===== src/rtl/flit_track_multi.sv =====
// Multi-channel flit framing tracker: snoops valid/ready handshakes, decodes head-flit
// lengths and tracks head/body/tail position, packet completion and oversize errors per channel.

module flit_track_chan #(
  parameter int LEN_WIDTH = 8,
  parameter int MAX_LEN   = 255
) (
  input  logic                 clk,
  input  logic                 reset,
  input  logic                 i_valid,
  input  logic                 i_ready,
  input  logic [LEN_WIDTH-1:0] i_len,
  input  logic                 i_abort,
  input  logic                 i_err_clear,
  output logic                 o_is_head,
  output logic                 o_is_tail,
  output logic [LEN_WIDTH-1:0] o_remaining,
  output logic                 o_pkt_done,
  output logic                 o_len_error
);

  localparam logic [0:0] ST_HEAD = 1'b0;
  localparam logic [0:0] ST_BODY = 1'b1;

  // One extra bit keeps the oversize compare meaningful when MAX_LEN is the field maximum.
  localparam logic [LEN_WIDTH:0]   MAX_LEN_W = (LEN_WIDTH+1)'(MAX_LEN);
  localparam logic [LEN_WIDTH-1:0] LEN_ZERO  = {LEN_WIDTH{1'b0}};
  localparam logic [LEN_WIDTH-1:0] LEN_ONE   = {{(LEN_WIDTH-1){1'b0}}, 1'b1};

  logic [0:0]           r_state;
  logic [LEN_WIDTH-1:0] r_remaining;
  logic                 r_pkt_done;
  logic                 r_len_error;

  logic [0:0]           w_state_nxt;
  logic [LEN_WIDTH-1:0] w_remaining_nxt;
  logic                 w_pkt_done_nxt;
  logic                 w_len_error_nxt;
  logic                 w_xfer;
  logic                 w_oversize;
  logic                 w_len_zero;
  logic                 w_is_head;
  logic                 w_is_tail;

  assign w_xfer     = i_valid & i_ready;
  assign w_oversize = ({1'b0, i_len} > MAX_LEN_W);
  assign w_len_zero = (i_len == LEN_ZERO);

  // Flit classification from current state and head-flit length
  always_comb begin
    w_is_head = 1'b0;
    w_is_tail = 1'b0;
    case (r_state)
      ST_HEAD: begin
        w_is_head = 1'b1;
        w_is_tail = w_len_zero | w_oversize;
      end
      ST_BODY: begin
        w_is_head = 1'b0;
        w_is_tail = (r_remaining == LEN_ONE);
      end
      default: begin
        w_is_head = 1'b1;
        w_is_tail = w_len_zero | w_oversize;
      end
    endcase
  end

  // Next-state, counter, done and error logic
  always_comb begin
    w_state_nxt     = r_state;
    w_remaining_nxt = r_remaining;
    w_pkt_done_nxt  = 1'b0;
    w_len_error_nxt = r_len_error & ~i_err_clear;
    if (i_abort) begin
      w_state_nxt     = ST_HEAD;
      w_remaining_nxt = LEN_ZERO;
      w_pkt_done_nxt  = 1'b0;
    end else begin
      case (r_state)
        ST_HEAD: begin
          if (w_xfer) begin
            if (w_oversize) begin
              w_len_error_nxt = 1'b1;
              w_pkt_done_nxt  = 1'b1;
            end else if (w_len_zero) begin
              w_pkt_done_nxt  = 1'b1;
            end else begin
              w_state_nxt     = ST_BODY;
              w_remaining_nxt = i_len;
            end
          end else begin
            w_state_nxt = ST_HEAD;
          end
        end
        ST_BODY: begin
          if (w_xfer) begin
            // A zero count in BODY is unreachable; treating it like the tail avoids a wrap.
            if (r_remaining <= LEN_ONE) begin
              w_state_nxt     = ST_HEAD;
              w_remaining_nxt = LEN_ZERO;
              w_pkt_done_nxt  = 1'b1;
            end else begin
              w_remaining_nxt = r_remaining - LEN_ONE;
            end
          end else begin
            w_state_nxt = ST_BODY;
          end
        end
        default: begin
          w_state_nxt     = ST_HEAD;
          w_remaining_nxt = LEN_ZERO;
        end
      endcase
    end
  end

  // State registers with synchronous active-low reset
  always_ff @(posedge clk) begin
    if (!reset) begin
      r_state     <= ST_HEAD;
      r_remaining <= LEN_ZERO;
      r_pkt_done  <= 1'b0;
      r_len_error <= 1'b0;
    end else begin
      r_state     <= w_state_nxt;
      r_remaining <= w_remaining_nxt;
      r_pkt_done  <= w_pkt_done_nxt;
      r_len_error <= w_len_error_nxt;
    end
  end

  assign o_is_head   = w_is_head;
  assign o_is_tail   = w_is_tail;
  assign o_remaining = r_remaining;
  assign o_pkt_done  = r_pkt_done;
  assign o_len_error = r_len_error;

endmodule

module flit_track_multi #(
  parameter int NUM_CH     = 4,
  parameter int DATA_WIDTH = 32,
  parameter int LEN_WIDTH  = 8,
  parameter int LEN_LSB    = 0,
  parameter int MAX_LEN    = 255
) (
  input  logic                         clk,
  input  logic                         reset,
  input  logic [NUM_CH-1:0]            flit_valid,
  input  logic [NUM_CH-1:0]            flit_ready,
  input  logic [NUM_CH*DATA_WIDTH-1:0] flit_data,
  input  logic [NUM_CH-1:0]            abort,
  input  logic                         err_clear,
  output logic [NUM_CH-1:0]            is_head,
  output logic [NUM_CH-1:0]            is_tail,
  output logic [NUM_CH*LEN_WIDTH-1:0]  remaining,
  output logic [NUM_CH-1:0]            pkt_done,
  output logic [NUM_CH-1:0]            len_error
);

  // Payload bits outside the length field are deliberately ignored.
  logic w_unused_data;
  assign w_unused_data = ^flit_data;

  for (genvar g = 0; g < NUM_CH; g++) begin : g_ch
    logic [LEN_WIDTH-1:0] w_len;
    assign w_len = flit_data[g*DATA_WIDTH+LEN_LSB +: LEN_WIDTH];

    flit_track_chan #(
      .LEN_WIDTH (LEN_WIDTH),
      .MAX_LEN   (MAX_LEN)
    ) u_chan (
      .clk         (clk),
      .reset       (reset),
      .i_valid     (flit_valid[g]),
      .i_ready     (flit_ready[g]),
      .i_len       (w_len),
      .i_abort     (abort[g]),
      .i_err_clear (err_clear),
      .o_is_head   (is_head[g]),
      .o_is_tail   (is_tail[g]),
      .o_remaining (remaining[g*LEN_WIDTH +: LEN_WIDTH]),
      .o_pkt_done  (pkt_done[g]),
      .o_len_error (len_error[g])
    );
  end

endmodule


===== config.mk =====
export PLATFORM = sky130hd
export DESIGN_NAME = flit_track_multi
export DESIGN_NICKNAME = d
export VERILOG_FILES = /design/src/rtl/flit_track_multi.sv
export SDC_FILE = /design/constraint.sdc
export NUM_CORES = 1
export LEC_CHECK = 0
export BUFFER_PORTS_ARGS = -buffer_cell sky130_fd_sc_hd__buf_4
export CAP_MARGIN = 20
export CORE_MARGIN = 10
export CORE_UTILIZATION = 43
export DETAILED_ROUTE_END_ITERATION = 7
export GPL_ROUTABILITY_DRIVEN = 0
export PLACE_DENSITY = 0.81
export SKIP_LAST_GASP = 1
export SYNTH_ARGS = -nofsm -noshare
export SYNTH_HDL_FRONTEND = slang
export SYNTH_SLANG_ARGS = --single-unit

===== constraint.sdc =====
create_clock -name clk -period 2.16 [get_ports clk]
set_clock_uncertainty 0.2 [all_clocks]
set_input_delay 0.432 -clock clk [delete_from_list [all_inputs] [get_ports clk]]
set_output_delay 0.432 -clock clk [all_outputs]
set_load 0.01 [all_outputs]

==> metrics.cfg, run 1 <==
[outcome]
status=finished, final reports clean

[sta]
setup_viol=0
max_freq_mhz=479
drv_slew=0
hold_viol=0
whs_ns=0.232
rsz0062_at_grt=yes
timing.final.crit_share_pct=96.6
postLayoutSetupSlackWorst_ns=0.0731
tightest_slew_ns=0.761
relSlewSlack_pct=48.6
fin_crit_ns=2.09

[route]
first_pass_iters=5
routed_wl_um=9660
antenna_left=0
vias_per_cell=5.83
vias=3371
drcViolationCount=0
wl_per_cell_um=16.7
detail_route.iter0.violations=134

[global_route]
grt_pass1_vias=3358
overflow=0
grt_busiest_layer=met2
grt_max_degree=15
antenna_found_initial=0
met1_usage_pct=21.3
grt_usage_pct=17.5
gr-usage-met3_pct=5.32
met2_usage_pct=29.4
grt_pass1_wl_um=15500

[min_path]
hold_class=in2reg
whs_path_depth=3

[cts]
postCtsSetupBuffers=0
cts_made_buffers=5
insertion_delay_ns=0.30
clkTransAtPathRegs_ns=0.09
htreeDepth=2
cts_max_path_buffers=2
cts_hold_buffers=0
cts_tree=built
clockRootBuffer=clkbuf_8
cts.sinks=44

[synth]
avgSynthCellArea_um2=7.96
yosysTopAreaCell=dfxtp_1
syn_nets=527
synth-main-ff-cell=dfxtp_1
yosys-top-cells-count=44 x dfxtp_1, 27 x nor2_1, 24 x o21ai_0
post-synth-top-count-cell=dfxtp_1
syn_area_um2=2990
synthCells=376
netlist.area_leader.share_pct=29.4
synth_area_leaders=dfxtp_1 29%, o21ai_0 4.0%, buf_4 4.0%
synth_seq_area_share_pct=29.4
synth-edff-count=0
yosysUniqueCellTypes=61
ys_warn_count=0
ys_ff_latch=44
synth-async-reset-ratio_pct=0

[critical_path]
rr_worst_depth=6
crit_type=reg2out
critPathCaptureType=primary output
critPathSlowestCell=dfxtp_1
cp.required_ns=1.53
cp_max_fo=8
path_cells=nor4_2 -> buf_4 -> a41o_1 -> buf_4
critPathArrivalTime_ns=1.45
cp_top_family=flip-flops
worst-path-buf-inv=2
cp.depth=4
crit_path_frequent_cell=buf_4
start_kind=flip-flop
critPathMaxStageDelay_ns=0.40

[run]
maxCapViolations=0

[finish]
n_fill_cell=593
layout-drive-gt1-share_pct=32.4
nets=632
area_growth_pct=35.8
antenna_cells=0

[power_and_ir_drop]
ir_drop_v=0.000261
switching_share_pct=27.3
clkPwrFrac_pct=35.0
power_leakage_nw=1.74
p_sw_mw=0.548
p_per_area_nw_per_um2=494
p_int_mw=1.46
comb_power_share_pct=22.2
seqPwrFrac_pct=42.9

[floorplan]
die_height_um=103
start_util_pct=44.1
ios=191
std_cell_rows=30
dieWidth_um=103
core_region_area_um2=6790
die_area_um2=10700

[placement]
dpl.hpwl_um=7570
numPortBuffers=94
pre_cts_slack_ns=0.0664

==> layout make-up <==
type / instances / area (um2) / area share, %
Inverter: 19 / 71.3 / 1.75
Clock buffer: 7 / 96.3 / 2.37
Tap cell: 96 / 120 / 2.95
Sequential cell: 44 / 882 / 21.7
Clock inverter: 1 / 30.0 / 0.739
Multi-Input combinational cell: 286 / 1930 / 47.4
Timing Repair Buffer: 125 / 938 / 23.1
==> through the flow <==
step           std cells  area [um2]  power (mW)  util [%]  setup TNS (ns)
6_report             578        4070        2.01      59.8               0
5_1_grt              578        4070        2.11      59.8         -0.0290
4_1_cts              578        4020        2.01      59.2               0
3_5_place_dp         570        3890        1.31      57.2               0
3_3_place_gp         570        3890        1.30      57.2               0
2_1_floorplan        376        2990        1.11         -               0
==> flip-flops by register name, indices dropped and copies added, names as in the netlist <==
| name | flops |
|---|---|
| g_ch.u_chan.o_len_error | 4 |
| g_ch.u_chan.o_remaining | 32 |
| g_ch.u_chan.o_pkt_done | 4 |
| g_ch.u_chan.r_state | 4 |
==> cells in the final DEF, fill, tap and decap left out, drive strengths merged, types with 3 or more instances in the layout <==
cell type  count
a2111oi        3
a211oi         6
a21oi         22
a2bb2oi        8
a31o           4
a31oi          7
a32o           5
a41o           3
a41oi          3
and2          10
and3           3
and4           6
buf          125
clkbuf         7
dfxtp         44
ha             8
inv           17
nand2         21
nand2b         7
nand3          6
nand3b         3
nor2          27
nor2b         13
nor3          17
nor3b          3
nor4          13
o211ai         4
o21a          10
o21ai         25
o22ai          7
o2bb2ai        3
o32ai          5
or2            4
==> power by group through the flow <==
stage	Sequential (mW)	Clock [mW]	Combinational, mW
finish	0.860	0.702	0.445
global route	0.864	0.759	0.486
CTS	0.858	0.719	0.435
detailed placement	0.876	0	0.433
global placement	0.875	0	0.422
floorplan	0.879	0	0.229
==> cell families after synthesis <==
| group | share of synthesized area [%] |
|---|---|
| buffers and inverters | 7.82 |
| muxes | 0.334 |
| DFF | 29.4 |
| and+or+nand+nor | 26.5 |
| AOI/OAI and AO/OA | 32.6 |
| adders and majority gates | 3.34 |
==> metal layers <==
layer  part of all wire [%]  wire length (um)  vias up
met1                     43              4140     1576
met2                     48              4610      139
met3                    8.6               831        7
met4                   0.76                73        0
li1                       -                 -     1649
met5                      0                 0        -
==> worst register-to-register path, delay by kind of cell, from the launching register on <==
kind,cells,cell delay (ns)
simple gates,1,0.50
buf+inv,1,0.09
compound gates,3,0.64
flops,1,0.36
fa+ha+maj,1,0.23
==> final timing paths <==
check	to	slack, ns	start
max reg2reg	g_ch[2].u_chan.o_remaining[6]	0.09	g_ch[2].u_chan.o_remaining[0]
min reg2reg	g_ch[3].u_chan.o_len_error	0.27	g_ch[3].u_chan.o_len_error
min	g_ch[0].u_chan.o_remaining[0]	0.23	flit_data[0]
max	is_tail[3]	0.07	g_ch[3].u_chan.o_remaining[4]
==> what timing repair did <==
action / 4_1_cts / 5_1_grt
pin swaps: 0 / 1
gates resized for setup: 1 / 10
endpoints found under the setup margin: 1 / 7
Note: power is estimated with default switching activity, not from simulation.
==> run 2, diff against run 1 <==
Settings changed: ABC_AREA from default to 1, CORE_UTILIZATION 43 to 44, PLACE_DENSITY 0.81 to 0.82.
==> run 2 against run 1 <==
Sequential power grew 0.6%. Die area grew 1.7%. Synthesized cell count grew 33%. Area after synthesis grew 4.4%. Cell area shrank 2.6%. Largest power group unchanged.
==> metrics.cfg, run 2 <==
[route]
vias_per_cell=4.80  ; -18%
wl_met3_um=621  ; -25%
vias=3286  ; -2.5%
route.met2.wl_um=4040  ; -12%
wl_per_cell_um=12.7  ; -24%
highest_layer=met4
wl_met1_um=3940  ; -4.8%
first_pass_iters=4  ; -1
antenna_left=0  ; unchanged
drcViolationCount=0  ; unchanged
detail_route.iter0.violations=147  ; +9.7%
routed_wl_um=8680  ; -10%

[floorplan]
start_util_pct=45.8  ; +1.7 points
dieWidth_um=104  ; +0.83%
ios=191  ; unchanged
core_region_area_um2=6830  ; +0.55%
die_height_um=104  ; +0.83%
die_area_um2=10900  ; +1.7%
std_cell_rows=30  ; unchanged

[sta]
timing.final.crit_share_pct=96.9  ; +0.24 points
relSlewSlack_pct=60.6  ; +12 points
max_freq_mhz=478  ; -0.25%
fin_crit_ns=2.09  ; +0.00523 ns
hold_viol=0  ; unchanged
tightest_slew_ns=0.589  ; -0.172 ns
fin_setup_tns_ns=0  ; unchanged
drv_slew=0  ; unchanged
rsz0062_at_grt=yes
setup_viol=0  ; unchanged

[synth]
yosys.area_share.simple_pct=40.1  ; +14 points
synthXorXnorAreaFrac_pct=5.32  ; +5.3 points
ys_warn_count=0  ; unchanged
synth_top_family_by_area=simple AND/OR/NAND/NOR gates
avgSynthCellArea_um2=6.24  ; -22%
yosysTopAreaCell=dfxtp_1
synth-main-ff-cell=dfxtp_1
yosys.area_share.adder_pct=3.20  ; -0.14 points
synthCells=501  ; +33%
yosysUniqueCellTypes=31  ; -49%
post-synth-top-count-cell=nor2_1
synth-compound-area-share_pct=10.1  ; -23 points
yosys-top-cells-count=113 x nor2_1, 111 x nand2_1, 63 x inv_1
synthMuxAreaShare_pct=0  ; -0.33 points
ys_ff_latch=44  ; unchanged
synth-async-reset-ratio_pct=0  ; unchanged
netlist.area_leader.share_pct=28.2  ; -1.2 points
synth_area_leaders=dfxtp_1 28%, nor2_1 14%, nand2_1 13%
synth-edff-count=0  ; unchanged
syn_area_um2=3130  ; +4.4%
synth_seq_area_share_pct=28.2  ; -1.2 points
syn_nets=652  ; +24%

[cts]
insertion_delay_ns=0.29  ; about the same
cts.sinks=44  ; unchanged
clockRootBuffer=clkbuf_8
cts_made_buffers=5  ; unchanged
postCtsSetupBuffers=0  ; unchanged
cts_resized=1  ; unchanged
htreeDepth=2  ; unchanged
cts_tree=built
clkTransAtPathRegs_ns=0.09  ; about the same
cts_max_path_buffers=2  ; unchanged
cts_hold_buffers=0  ; unchanged

[finish]
largest_reg_flops=32  ; unchanged
final_cell_mix=112 x nor2_1, 111 x nand2_1, 99 x buf_4
layout-drive-gt1-share_pct=25.0  ; -7.4 points
nets=738  ; +17%
n_fill_cell=683  ; +15%
area_growth_pct=26.7
antenna_cells=0  ; unchanged
layout.cells.non_filler=684  ; +18%
final_common_cell=nor2_1
multi_input_area_um2=1850  ; -4.0%
register_area_um2=881  ; -0.14%

[power_and_ir_drop]
p_per_area_nw_per_um2=493  ; -0.12%
switching_share_pct=29.3  ; +2.0 points
power_leakage_nw=2.05  ; +18%
clkPwrFrac_pct=31.8  ; -3.2 points
seqPwrFrac_pct=44.3  ; +1.4 points
p_int_mw=1.38  ; -5.4%
p_sw_mw=0.573  ; +4.5%
ir_drop_v=0.000332  ; +27%
comb_power_share_pct=23.9  ; +1.7 points

[placement]
dp.cells=676  ; +19%
dpl.hpwl_um=7170  ; -5.2%
numPortBuffers=94  ; unchanged

[critical_path]
cp.required_ns=1.53  ; about the same
crit_type=reg2out
critPathCaptureType=primary output
critPathArrivalTime_ns=1.46  ; about the same
start_kind=flip-flop
cp_max_fo=4  ; -4

[global_route]
antenna_found_initial=0  ; unchanged
grt_max_degree=15  ; unchanged
overflow=0  ; unchanged
grt_usage_pct=15.3  ; -2.2 points
grt_pass1_vias=3152  ; -6.1%
grt_pass1_wl_um=14400  ; -6.8%

[min_path]
hold_class=reg2reg

[outcome]
status=finished, final reports clean

[run]
maxCapViolations=0  ; unchanged

## run 2: cell types whose count changed in the layout (fill, tap and decap cells not counted), sizes merged, moves of 10 or more
cell,before,now
inv,17,66
nor2b,13,0
nor2,27,131
and2,10,0
xor2,0,17
nand3,6,30
buf,125,99
nor3,17,0
nand2,21,119
nor4,13,1
o21a,10,0
## run 2: power groups by stage
stage	Sequential (mW)	Combinational [mW]	Clock [mW]
detailed placement	0.883	0.463	0
global route	0.869	0.524	0.680
global placement	0.883	0.448	0
floorplan	0.886	0.290	0
finish	0.865	0.467	0.621
CTS	0.864	0.466	0.637
## run 2: area by class of cell
class                           count  area share, %
Inverter                           68           6.44
Multi-Input combinational cell    369           46.7
Timing Repair Buffer               99           18.8
Tap cell                           96           3.03
Clock inverter                      3           1.07
Clock buffer                        5           1.74
Sequential cell                    44           22.2
## run 2: path summary, 6_finish.rpt
| check | from | end | slack [ns] | cells after the start |
|---|---|---|---|---|
| worst max-delay path | g_ch[1].u_chan.o_remaining[1] | is_tail[1] | 0.07 | 5 |
| worst min-delay path | g_ch[0].u_chan.o_len_error | g_ch[0].u_chan.o_len_error | 0.23 | 2 |
| worst max register to register | g_ch[1].u_chan.o_remaining[0] | g_ch[1].u_chan.o_remaining[0] | 0.47 | 7 |
| worst min register to register | g_ch[0].u_chan.o_len_error | g_ch[0].u_chan.o_len_error | 0.23 | 2 |
## run 2: layer usage
layer	global-route usage (%)	vias up
li1	-	1702
met5	0	-
met3	4.96	6
met4	3.68	0
met1	19.3	1478
met2	24.5	100
## run 2: worst max-delay path, cell delays in order, from the launching register on
cell and delay, ns:
dfxtp_1 0.35, inv_1 0.09, ha_1 0.15, nand2_1 0.10, o32ai_2 0.31, buf_4 0.18
## run 2: stage by stage
stage                     total power, mW  util [%]  hold slack (ns)  cell area, um2  setup WS, ns
after floorplan                      1.18         -            0.209            3130         0.450
after global placement               1.33      56.1            0.219            3830         0.246
after detailed placement             1.35      56.1            0.218            3830         0.245
after CTS                            1.97      57.9            0.231            3950        0.0666
after global routing                 2.07      58.0            0.245            3960      -0.00736
final                                1.95      58.0            0.230            3960        0.0678
## run 2: logic make-up (layout without fill, tap and decap cells)
kind of cell / count (synthesis) / count (layout)
XOR/XNOR: 19 / 19
AO/OA/AOI/OAI: 55 / 55
flip-flops: 44 / 44
buffers and inverters: 88 / 175
adder cells (fa/ha/maj): 8 / 8
AND/OR/NAND/NOR: 287 / 287
